File: config.mk
export PLATFORM = sky130hd
export DESIGN_NAME = operand_fwd_stage_flat
export DESIGN_NICKNAME = d
export VERILOG_FILES = /design/src/rtl/operand_fwd_stage_pkg.sv /design/src/rtl/operand_fwd_stage_if.sv /design/src/rtl/operand_fwd_stage_fwd_mux.sv /design/src/rtl/operand_fwd_stage.sv /design/src/flat_wrapper.sv
export SDC_FILE = /design/constraint.sdc
export NUM_CORES = 1
export LEC_CHECK = 0
export CORE_AREA = 3 3 199 201
export CTS_BUF_LIST = sky130_fd_sc_hd__clkbuf_2
export CTS_CLUSTER_SIZE = 12
export DETAILED_ROUTE_END_ITERATION = 12
export DIE_AREA = 0 0 202 204
export PLACE_DENSITY = 0.63
export SYNTH_ARGS = -nofsm -noshare
export SYNTH_HDL_FRONTEND = slang
export SYNTH_HIERARCHICAL = 1
export SYNTH_SLANG_ARGS = --single-unit
File: constraint.sdc
create_clock -name clk -period 1.95 [get_ports clk]
set_clock_uncertainty 0.15 [all_clocks]
set_input_delay 0.39 -clock clk [delete_from_list [all_inputs] [get_ports clk]]
set_output_delay 0.39 -clock clk [all_outputs]
set_load 0.005 [all_outputs]
File: src/rtl/operand_fwd_stage_pkg.sv
// Shared types and constants for the ID->EX operand forwarding stage.
package operand_fwd_stage_pkg;
  localparam int DATA_W_DEFAULT = 64;
  localparam logic [4:0] XZR = 5'd31;

  typedef enum logic [1:0] {FWD_RF, FWD_EX, FWD_MEM, FWD_WB} fwd_sel_t;
endpackage

File: src/rtl/operand_fwd_stage_if.sv
// Bus bundle between the pipeline and the operand forwarding stage.
interface operand_fwd_stage_if
  import operand_fwd_stage_pkg::*;
#(
  parameter int DATA_W = DATA_W_DEFAULT,
  parameter int CNT_W  = 16
);
  logic [DATA_W-1:0] rd1_in, rd2_in;
  logic [4:0]        rs1, rs2;
  logic              id_valid, id_regwrite, id_memread;
  logic [4:0]        id_rd;
  logic [DATA_W-1:0] ex_alu_result;
  logic [4:0]        mem_rd, wb_rd;
  logic              mem_regwrite, wb_regwrite;
  logic [DATA_W-1:0] mem_result, wb_data;
  logic              flush;

  logic              ex_valid, ex_regwrite, ex_memread;
  logic [4:0]        ex_rd;
  logic [DATA_W-1:0] ex_opA, ex_opB;
  fwd_sel_t          ex_fwd_a, ex_fwd_b;
  logic              stall_out;
  logic [CNT_W-1:0]  stall_cnt;

  modport master (
    output rd1_in, rd2_in, rs1, rs2, id_valid, id_regwrite, id_memread, id_rd,
           ex_alu_result, mem_rd, wb_rd, mem_regwrite, wb_regwrite,
           mem_result, wb_data, flush,
    input  ex_valid, ex_regwrite, ex_memread, ex_rd, ex_opA, ex_opB,
           ex_fwd_a, ex_fwd_b, stall_out, stall_cnt
  );

  modport slave (
    input  rd1_in, rd2_in, rs1, rs2, id_valid, id_regwrite, id_memread, id_rd,
           ex_alu_result, mem_rd, wb_rd, mem_regwrite, wb_regwrite,
           mem_result, wb_data, flush,
    output ex_valid, ex_regwrite, ex_memread, ex_rd, ex_opA, ex_opB,
           ex_fwd_a, ex_fwd_b, stall_out, stall_cnt
  );
endinterface

File: src/rtl/operand_fwd_stage_fwd_mux.sv
// Per-operand priority forwarding select: EX, then MEM, then WB, else register file.
module operand_fwd_mux
  import operand_fwd_stage_pkg::*;
#(
  parameter int DATA_W = DATA_W_DEFAULT
) (
  input  logic [4:0]        rs,
  input  logic              ex_hit_en,
  input  logic [4:0]        ex_rd,
  input  logic              mem_hit_en,
  input  logic [4:0]        mem_rd,
  input  logic              wb_hit_en,
  input  logic [4:0]        wb_rd,
  input  logic [DATA_W-1:0] rf_data,
  input  logic [DATA_W-1:0] ex_data,
  input  logic [DATA_W-1:0] mem_data,
  input  logic [DATA_W-1:0] wb_data,
  output fwd_sel_t          sel,
  output logic [DATA_W-1:0] data
);
  // XZR reads as zero from the register file, so it never takes a bypass.
  always_comb begin
    sel = FWD_RF;
    if (rs != XZR) begin
      if (ex_hit_en && (ex_rd == rs))        sel = FWD_EX;
      else if (mem_hit_en && (mem_rd == rs)) sel = FWD_MEM;
      else if (wb_hit_en && (wb_rd == rs))   sel = FWD_WB;
    end
  end

  always_comb begin
    unique case (sel)
      FWD_EX:  data = ex_data;
      FWD_MEM: data = mem_data;
      FWD_WB:  data = wb_data;
      default: data = rf_data;
    endcase
  end
endmodule

File: src/rtl/operand_fwd_stage.sv
// ID->EX pipeline register with operand forwarding and load-use stall detection.
module operand_fwd_stage
  import operand_fwd_stage_pkg::*;
#(
  parameter int DATA_W = DATA_W_DEFAULT,
  parameter int CNT_W  = 16
) (
  input logic                clk,
  input logic                reset,
  operand_fwd_stage_if.slave bus
);
  localparam logic [CNT_W-1:0] CNT_ONE = {{(CNT_W-1){1'b0}}, 1'b1};

  fwd_sel_t          sel_a, sel_b;
  logic [DATA_W-1:0] fwd_a, fwd_b;
  logic              ex_fwd_en, hazard;

  // A load in EX has no data yet; it can only be bypassed from MEM next cycle.
  assign ex_fwd_en = bus.ex_valid & bus.ex_regwrite & ~bus.ex_memread;

  operand_fwd_mux #(.DATA_W(DATA_W)) u_fwd_a (
    .rs(bus.rs1), .ex_hit_en(ex_fwd_en), .ex_rd(bus.ex_rd),
    .mem_hit_en(bus.mem_regwrite), .mem_rd(bus.mem_rd),
    .wb_hit_en(bus.wb_regwrite), .wb_rd(bus.wb_rd),
    .rf_data(bus.rd1_in), .ex_data(bus.ex_alu_result),
    .mem_data(bus.mem_result), .wb_data(bus.wb_data),
    .sel(sel_a), .data(fwd_a)
  );

  operand_fwd_mux #(.DATA_W(DATA_W)) u_fwd_b (
    .rs(bus.rs2), .ex_hit_en(ex_fwd_en), .ex_rd(bus.ex_rd),
    .mem_hit_en(bus.mem_regwrite), .mem_rd(bus.mem_rd),
    .wb_hit_en(bus.wb_regwrite), .wb_rd(bus.wb_rd),
    .rf_data(bus.rd2_in), .ex_data(bus.ex_alu_result),
    .mem_data(bus.mem_result), .wb_data(bus.wb_data),
    .sel(sel_b), .data(fwd_b)
  );

  assign hazard = bus.id_valid & bus.ex_valid & bus.ex_memread & (bus.ex_rd != XZR) &
                  ((bus.ex_rd == bus.rs1) | (bus.ex_rd == bus.rs2));
  assign bus.stall_out = hazard & ~bus.flush;

  always_ff @(posedge clk) begin
    if (reset) begin
      bus.ex_valid    <= 1'b0;
      bus.ex_regwrite <= 1'b0;
      bus.ex_memread  <= 1'b0;
      bus.ex_rd       <= XZR;
      bus.ex_opA      <= '0;
      bus.ex_opB      <= '0;
      bus.ex_fwd_a    <= FWD_RF;
      bus.ex_fwd_b    <= FWD_RF;
      bus.stall_cnt   <= '0;
    end else begin
      if (bus.flush || bus.stall_out) begin
        bus.ex_valid    <= 1'b0;
        bus.ex_regwrite <= 1'b0;
        bus.ex_memread  <= 1'b0;
        bus.ex_rd       <= XZR;
        bus.ex_opA      <= '0;
        bus.ex_opB      <= '0;
        bus.ex_fwd_a    <= FWD_RF;
        bus.ex_fwd_b    <= FWD_RF;
      end else begin
        bus.ex_valid    <= bus.id_valid;
        bus.ex_regwrite <= bus.id_valid & bus.id_regwrite;
        bus.ex_memread  <= bus.id_valid & bus.id_memread;
        bus.ex_rd       <= bus.id_rd;
        bus.ex_opA      <= fwd_a;
        bus.ex_opB      <= fwd_b;
        bus.ex_fwd_a    <= sel_a;
        bus.ex_fwd_b    <= sel_b;
      end
      if (bus.stall_out && (bus.stall_cnt != {CNT_W{1'b1}}))
        bus.stall_cnt <= bus.stall_cnt + CNT_ONE;
    end
  end
endmodule

File: src/flat_wrapper.sv
// flat-port wrapper written by rule: the top's interface ports become plain ports
module operand_fwd_stage_flat import operand_fwd_stage_pkg::*;
#(
  parameter int DATA_W = DATA_W_DEFAULT,
  parameter int CNT_W  = 16
)
  (clk, reset, bus_rd1_in, bus_rd2_in, bus_rs1, bus_rs2, bus_id_valid, bus_id_regwrite, bus_id_memread, bus_id_rd, bus_ex_alu_result, bus_mem_rd, bus_wb_rd, bus_mem_regwrite, bus_wb_regwrite, bus_mem_result, bus_wb_data, bus_flush, bus_ex_valid, bus_ex_regwrite, bus_ex_memread, bus_ex_rd, bus_ex_opA, bus_ex_opB, bus_ex_fwd_a, bus_ex_fwd_b, bus_stall_out, bus_stall_cnt);
  operand_fwd_stage_if #(.DATA_W(DATA_W), .CNT_W(CNT_W)) bus_i ();
  input logic clk;
  input logic reset;
  input wire logic [$bits(bus_i.rd1_in)-1:0] bus_rd1_in;
  input wire logic [$bits(bus_i.rd2_in)-1:0] bus_rd2_in;
  input wire logic [$bits(bus_i.rs1)-1:0] bus_rs1;
  input wire logic [$bits(bus_i.rs2)-1:0] bus_rs2;
  input wire logic [$bits(bus_i.id_valid)-1:0] bus_id_valid;
  input wire logic [$bits(bus_i.id_regwrite)-1:0] bus_id_regwrite;
  input wire logic [$bits(bus_i.id_memread)-1:0] bus_id_memread;
  input wire logic [$bits(bus_i.id_rd)-1:0] bus_id_rd;
  input wire logic [$bits(bus_i.ex_alu_result)-1:0] bus_ex_alu_result;
  input wire logic [$bits(bus_i.mem_rd)-1:0] bus_mem_rd;
  input wire logic [$bits(bus_i.wb_rd)-1:0] bus_wb_rd;
  input wire logic [$bits(bus_i.mem_regwrite)-1:0] bus_mem_regwrite;
  input wire logic [$bits(bus_i.wb_regwrite)-1:0] bus_wb_regwrite;
  input wire logic [$bits(bus_i.mem_result)-1:0] bus_mem_result;
  input wire logic [$bits(bus_i.wb_data)-1:0] bus_wb_data;
  input wire logic [$bits(bus_i.flush)-1:0] bus_flush;
  output wire logic [$bits(bus_i.ex_valid)-1:0] bus_ex_valid;
  output wire logic [$bits(bus_i.ex_regwrite)-1:0] bus_ex_regwrite;
  output wire logic [$bits(bus_i.ex_memread)-1:0] bus_ex_memread;
  output wire logic [$bits(bus_i.ex_rd)-1:0] bus_ex_rd;
  output wire logic [$bits(bus_i.ex_opA)-1:0] bus_ex_opA;
  output wire logic [$bits(bus_i.ex_opB)-1:0] bus_ex_opB;
  output wire logic [$bits(bus_i.ex_fwd_a)-1:0] bus_ex_fwd_a;
  output wire logic [$bits(bus_i.ex_fwd_b)-1:0] bus_ex_fwd_b;
  output wire logic [$bits(bus_i.stall_out)-1:0] bus_stall_out;
  output wire logic [$bits(bus_i.stall_cnt)-1:0] bus_stall_cnt;
  assign bus_i.rd1_in = bus_rd1_in;
  assign bus_i.rd2_in = bus_rd2_in;
  assign bus_i.rs1 = bus_rs1;
  assign bus_i.rs2 = bus_rs2;
  assign bus_i.id_valid = bus_id_valid;
  assign bus_i.id_regwrite = bus_id_regwrite;
  assign bus_i.id_memread = bus_id_memread;
  assign bus_i.id_rd = bus_id_rd;
  assign bus_i.ex_alu_result = bus_ex_alu_result;
  assign bus_i.mem_rd = bus_mem_rd;
  assign bus_i.wb_rd = bus_wb_rd;
  assign bus_i.mem_regwrite = bus_mem_regwrite;
  assign bus_i.wb_regwrite = bus_wb_regwrite;
  assign bus_i.mem_result = bus_mem_result;
  assign bus_i.wb_data = bus_wb_data;
  assign bus_i.flush = bus_flush;
  assign bus_ex_valid = bus_i.ex_valid;
  assign bus_ex_regwrite = bus_i.ex_regwrite;
  assign bus_ex_memread = bus_i.ex_memread;
  assign bus_ex_rd = bus_i.ex_rd;
  assign bus_ex_opA = bus_i.ex_opA;
  assign bus_ex_opB = bus_i.ex_opB;
  assign bus_ex_fwd_a = bus_i.ex_fwd_a;
  assign bus_ex_fwd_b = bus_i.ex_fwd_b;
  assign bus_stall_out = bus_i.stall_out;
  assign bus_stall_cnt = bus_i.stall_cnt;
  operand_fwd_stage #(.DATA_W(DATA_W), .CNT_W(CNT_W)) u_core (.clk(clk), .reset(reset), .bus(bus_i));
endmodule
# ---- Word-level counts from Yosys, hierarchy flattened
# Cells that the tools add are included.
dict set report word_totals {
  reg_bits 156
  inputBits 353
  output_inout_bits 157
}
dict set report classes {
  add_sub_neg 1
  eq_ne 16
  n_mux 10
  bitwise_logic 12
  n_reduce_logical 9
}
# operator count
set op_table {}
lappend op_table {{one-hot mux 64 bit (3 select lines)} 2}
lappend op_table {{equality test 5 bit} 6}
lappend op_table {{adder 16 x 1 -> 16 bit, second input constant} 1}
lappend op_table {{two-way mux 2 bit} 8}
lappend op_table {{!= test 16 bit, second input constant} 1}
lappend op_table {{!= test 5 bit, second input constant} 3}
lappend op_table {{bitwise AND 1 bit} 9}
lappend op_table {{equality test 2 bit, second input constant} 4}
lappend op_table {{logical AND 1 bit} 7}
lappend op_table {{equality test 2 x 1 -> 1 bit, second input constant} 2}
lappend op_table {{NOT 1 bit} 2}
lappend op_table {{OR reduction 2 bit} 1}
lappend op_table {{logical OR 1 bit} 1}
lappend op_table {{OR 1 bit} 1}

# ---- Longest topological paths before layout
dict set report logic_depth {
  depth_word 8
  mapped_depth 8
  ltp_nobuf 6
}

# ---- Hierarchy
# The synthesis kept the hierarchy.
# module n_inst cells_per_inst area_per_inst_um2 seq_area_each_um2
set by_module_without_submodules {}
lappend by_module_without_submodules {operand_fwd_mux 2 336 2621.3 0.0}
lappend by_module_without_submodules {operand_fwd_stage 1 433 4865.9 3123.0}

# ---- Worst setup path after synthesis
# No wires, ideal clock.
dict set report synth_timing {
  kind {input to register}
  startpoint {input bus_rs2[4]}
  endpoint {register u_core.bus.ex_opB[51]}
  setup_ps 115
  arrival_time_ps 1805
  path_slack_ps -120
  stages 8
  n_path_buf 2
  path_cell_list {xor2_1 nor4_4 nand2_2 buf_6 buf_6 o31a_1 o221a_1 and2_1}
}
dict set report synth_between {
  elab_chain_len 8
  elab_cells_between_ends 20
  classes_between {eq/ne (7); mux (5); bitwise (3); reduce/logical (5)}
}
# element line
set synth_lines {}
lappend synth_lines {{start: declaration} flat_wrapper.sv:14} ;# input wire logic [$bits(bus_i.rs2)-1:0] bus_rs2;
lappend synth_lines {{equality test 5 bit} operand_fwd_stage_fwd_mux.sv:27} ;# else if (wb_hit_en && (wb_rd == rs)) sel = FWD_WB;
lappend synth_lines {{logical AND 1 bit} operand_fwd_stage_fwd_mux.sv:27}
lappend synth_lines {{two-way mux 2 bit} operand_fwd_stage_fwd_mux.sv:27}
lappend synth_lines {{two-way mux 2 bit} operand_fwd_stage_fwd_mux.sv:26} ;# else if (mem_hit_en && (mem_rd == rs)) sel = FWD_MEM;
lappend synth_lines {{two-way mux 2 bit} operand_fwd_stage_fwd_mux.sv:25} ;# if (ex_hit_en && (ex_rd == rs)) sel = FWD_EX;
lappend synth_lines {{two-way mux 2 bit *} operand_fwd_stage_fwd_mux.sv:24} ;# if (rs != XZR) begin
lappend synth_lines {{equality test 2 bit / equality test 2 x 1 -> 1 bit (equally long branches)} operand_fwd_stage_fwd_mux.sv:32} ;# unique case (sel)
lappend synth_lines {{one-hot mux 64 bit (3 select lines) *} operand_fwd_stage_fwd_mux.sv:32}
lappend synth_lines {{via u_core.fwd_b[51]} operand_fwd_stage.sv:15} ;# logic [DATA_W-1:0] fwd_a, fwd_b;
lappend synth_lines {{end signal: assignment} operand_fwd_stage.sv:70} ;# bus.ex_opB <= fwd_b;
lappend synth_lines {{end: declaration} operand_fwd_stage_if.sv:37} ;# output ex_valid, ex_regwrite, ex_memread, ex_rd, ex_opA, ex_opB,
# Mark *: on every way through the listed nets, which the timed path passes. The rest lies on a longest branch.
# A chain may end at the register's enable or synchronous reset.

# ---- Final worst setup path
dict set report layout_timing {
  startpoint {register u_core.bus.ex_rd[3]}
  endpoint {output bus_stall_out}
}
dict set report layout_between {
  elab_chain_len 4
  elab_cells_between_ends 7
  classes_between {eq/ne (3); bitwise (4)}
}
# element line
set layout_lines {}
lappend layout_lines {{start: declaration} operand_fwd_stage_if.sv:37}
lappend layout_lines {{start signal: assignment} operand_fwd_stage.sv:68} ;# bus.ex_rd <= bus.id_rd;
lappend layout_lines {{!= test 5 bit / equality test 5 bit (equally long branches)} {operand_fwd_stage.sv:39, operand_fwd_stage.sv:40}}
lappend layout_lines {{bitwise AND 1 bit / OR 1 bit (equally long branches)} {operand_fwd_stage.sv:39, operand_fwd_stage.sv:40}}
lappend layout_lines {{bitwise AND 1 bit *} operand_fwd_stage.sv:39} ;# assign hazard = bus.id_valid & bus.ex_valid & bus.ex_memread & (bus.ex_rd != XZR) &
lappend layout_lines {{bitwise AND 1 bit *} operand_fwd_stage.sv:41} ;# assign bus.stall_out = hazard & ~bus.flush;
lappend layout_lines {{end: declaration} flat_wrapper.sv:35} ;# output wire logic [$bits(bus_i.stall_out)-1:0] bus_stall_out;
# Mark *: on every way between the ends. The rest lies on a longest branch, timed or not.

==> results.ini <==
[synthesis]
yosysTopAreaCell = dfxtp_1
yosysWarnings = 6
synth_edf_count = 0
ys_ff_latch = 156
synth.distinct_cells = 54
async_reset_ff_frac = 0
syn_area_per_cell_um2 = 9.15
syn_nets = 1459
synthesis.area_um2 = 10100
synth_seq_area_share = 0.309
syn-instance-count = 1105
synth_top_area_frac = 0.309
synth.area.top_cells = dfxtp_1 31%, o221a_1 11%, o31a_1 11%
synth_ff_type = dfxtp_1

[floorplanning]
initial_core_util = 0.268
die_y_um = 204
coreArea_um2 = 37800
die-area_um2 = 41200
ios = 510
rows = 71
die_w_um = 202

[power_and_ir_drop]
clock_power_share = 0.265
leakagePower_nw = 6.98
pwr-share-comb = 0.305
power_density_nw_per_um2 = 420
p_sw_mw = 2.22
p_total_mw = 7.87
ir_drop_mv = 0.326
p_int_mw = 5.65
netSwitchingFraction = 0.282
p_seq_frac = 0.430

[place]
port_buffers = 509
place.detailed.hpwl_um = 38100
postPlaceCellArea_um2 = 16800
placed_cells = 2147
gp_congestion = 0.858
post-place-ws_ps = -1010

[worst_setup_path]
cp-end-kind = output port
cp-start-kind = flip-flop
crit_fanout = 4
worstSetupPathType = flip-flop to output port
worstRegToRegCells = 12
crit_arrival_ps = 2130
required_ps = 1410
reg2reg_from = u_core/bus.ex_rd[0]$_SDFF_PP1_
r2r_end = u_core/bus.ex_opB[0]$_SDFF_PP0_
ff2ff_setup_slack_ps = -540

[timing]
min_period_over_period = 1.37
slew_violations = 0
tightestPinTransition_ps = 626
timing.final.crit_period_ps = 2670
rsz0062_at_grt = yes
fin_ws_ps = -716
hold-worst-slack_ps = 113
slew_headroom = 0.583
hold_viol_final = 0
setup_viol = 173
max_freq_ghz = 0.375
setup_tns_ps = -54910

[global_route]
antenna_found_initial = 8
grt_pass1_wl_um = 81600
grt_usage = 0.262
grt-ovfl-total = 0
grt_max_degree = 48
grt_pass1_vias = 12400

[worst_hold_path]
hold_depth = 3
min_from = bus_rd2_in[42]
hold_class = primary input to flip-flop
hold_end = u_core/bus.ex_opB[42]$_SDFF_PP0_

[final_layout]
fin_area_um2 = 18700
drive_gt1_frac = 0.345
instances_no_fill = 2280
syn_to_final_growth_pct = 85.4
fin_util = 0.496
nets = 2106

[run_status]
violations = setup timing
outcome = finished with violations

[clocking]
tritoncts.num_buffers = 17
cts_max_level = 4
cts_tree = yes
cts.sinks = 156
clk_path_buf_depth = 2
clock_latency_ps = 870
clk_pin_slew_ps = 260
cts-root-buf = clkbuf_2

[drt]
firstDrtPassIters = 5
wl_met1_um = 22800
wl_met2_um = 28400
totalWireLength_um = 57500
maxUsedRoutingLayer = met5
dr_wl_met3_um = 4610
drt-initial-drc-count = 717
final_antenna_net_count = 0
drc = 0
route.vias.total = 12100
wire_per_inst_um = 25.2
via_per_inst = 5.30

[job]
drv_cap = 0

[what timing repair did]
action,in CTS,in global routing
hold buffers,10,3
gates resized for setup,858,133
endpoints found under the setup margin,311,311
buffers inserted,65,19
cloned,20,9
endpoints found under the hold margin,10,3
pin swaps,25,48
[cell usage in the layout (no fill, tap or decap), types with 5 or more instances in the layout]
cell             netlist  layout
buf_6                 24     113
nand2b_1             133     129
o221a_1              102     101
buf_16                 0       8
clkdlybuf4s50_1        0     352
and2_1               136     113
o21ai_0                6       6
o221a_4                0      25
dfxtp_1              156      63
dfxtp_4                0       8
buf_4                  2     111
or3_1                132     132
nand2_1               14      11
and2_4                 0      23
a21oi_2                1       5
clkbuf_2               0      19
dlygate4sd3_1          0      13
buf_12                 0      44
xnor2_2                0      13
dfxtp_2                0      85
buf_2                 28      84
buf_8                  0      10
a21oi_1               14       8
diode_2                0       7
nand3_1               15      14
o31a_1               129     129
nor2_1                10      10
xor2_1                 8       6
nand4_1                9       9
xnor2_1               32      19
clkbuf_16              0       7
[registers in the layout (all words and copies together) (netlist names)]
register,flops
u_core/bus.ex_rd,5
u_core/bus.stall_cnt,16
u_core/bus.ex_regwrite,1
u_core/bus.ex_fwd_a,2
u_core/bus.ex_opA,64
u_core/bus.ex_valid,1
u_core/bus.ex_opB,64
u_core/bus.ex_fwd_b,2
u_core/bus.ex_memread,1
[routing by layer]
layer | global-route usage | vias to the layer above
met1 | 0.315 | 5882
met3 | 0.0729 | 103
met2 | 0.455 | 629
li1 | - | 5459
met5 | 0 | -
met4 | 0.0830 | 6
[critical path, cell delays in order, from the launching register on]
cell and delay (ps):
dfxtp_4 470, xnor2_2 130, nand2_2 80, o22a_4 280
nor3b_2 140, buf_2 150
[final cells by class]
class | count | area, um^2
Clock buffer | 19 | 95.1
Inverter | 4 | 15.0
Tap cell | 511 | 639
Fill cell | 3536 | 19000
Antenna cell | 7 | 17.5
Sequential cell | 156 | 3260
Multi-Input combinational cell | 831 | 6960
Clock inverter | 10 | 150
Timing Repair Buffer | 742 | 7610
[how the worst max path moves through the flow]
stage	startpoint	end	slack (ps)	cells past startpoint
after CTS	u_core/bus.ex_rd[3]$_SDFF_PP1_	bus_stall_out	-850	5
after floorplan	bus_rs1[0]	u_core/bus.ex_opA[12]$_SDFF_PP0_	-110	8
after global placement	bus_rs1[3]	u_core/bus.ex_opA[10]$_SDFF_PP0_	-1000	10
final	u_core/bus.ex_rd[3]$_SDFF_PP1_	bus_stall_out	-720	5
after detailed placement	bus_rs1[3]	u_core/bus.ex_opA[60]$_SDFF_PP0_	-1010	10
after global routing	u_core/bus.ex_rd[3]$_SDFF_PP1_	bus_stall_out	-940	5
[synthesized netlist by cell type, drive strengths merged (5+ instances only)]
master,number
dfxtp,156
and2,136
nand2b,133
or3,132
o31a,129
o221a,128
clkbuf,60
buf,54
xnor2,32
nand2,17
a21oi,15
nand3,15
nor2,12
nand4,9
o21ai,8
xor2,8
nor3,6
nor4,5
or2,5
[cells by family (layout without fill, tap and decap cells)]
group / after synthesis / in the layout / share of synthesized area
compound gates: 295 / 295 / 0.281
xor+xnor: 40 / 40 / 0.0347
fa+ha+maj: 1 / 1 / 0.00124
buf+inv: 118 / 775 / 0.0658
flops: 156 / 156 / 0.309
mux: 4 / 4 / 0.00446
other cells: 0 / 7 / 0
simple gates: 491 / 491 / 0.304
[power groups by stage]
stage | logic, mW | clock network [mW] | registers (mW)
2_1_floorplan | 0.703 | 0 | 3.45
3_3_place_gp | 2.17 | 0 | 3.44
3_5_place_dp | 2.17 | 0 | 3.44
4_1_cts | 2.29 | 2.17 | 3.38
5_1_grt | 2.52 | 2.30 | 3.40
6_report | 2.40 | 2.09 | 3.39
Power figures use the tool's default switching activity.
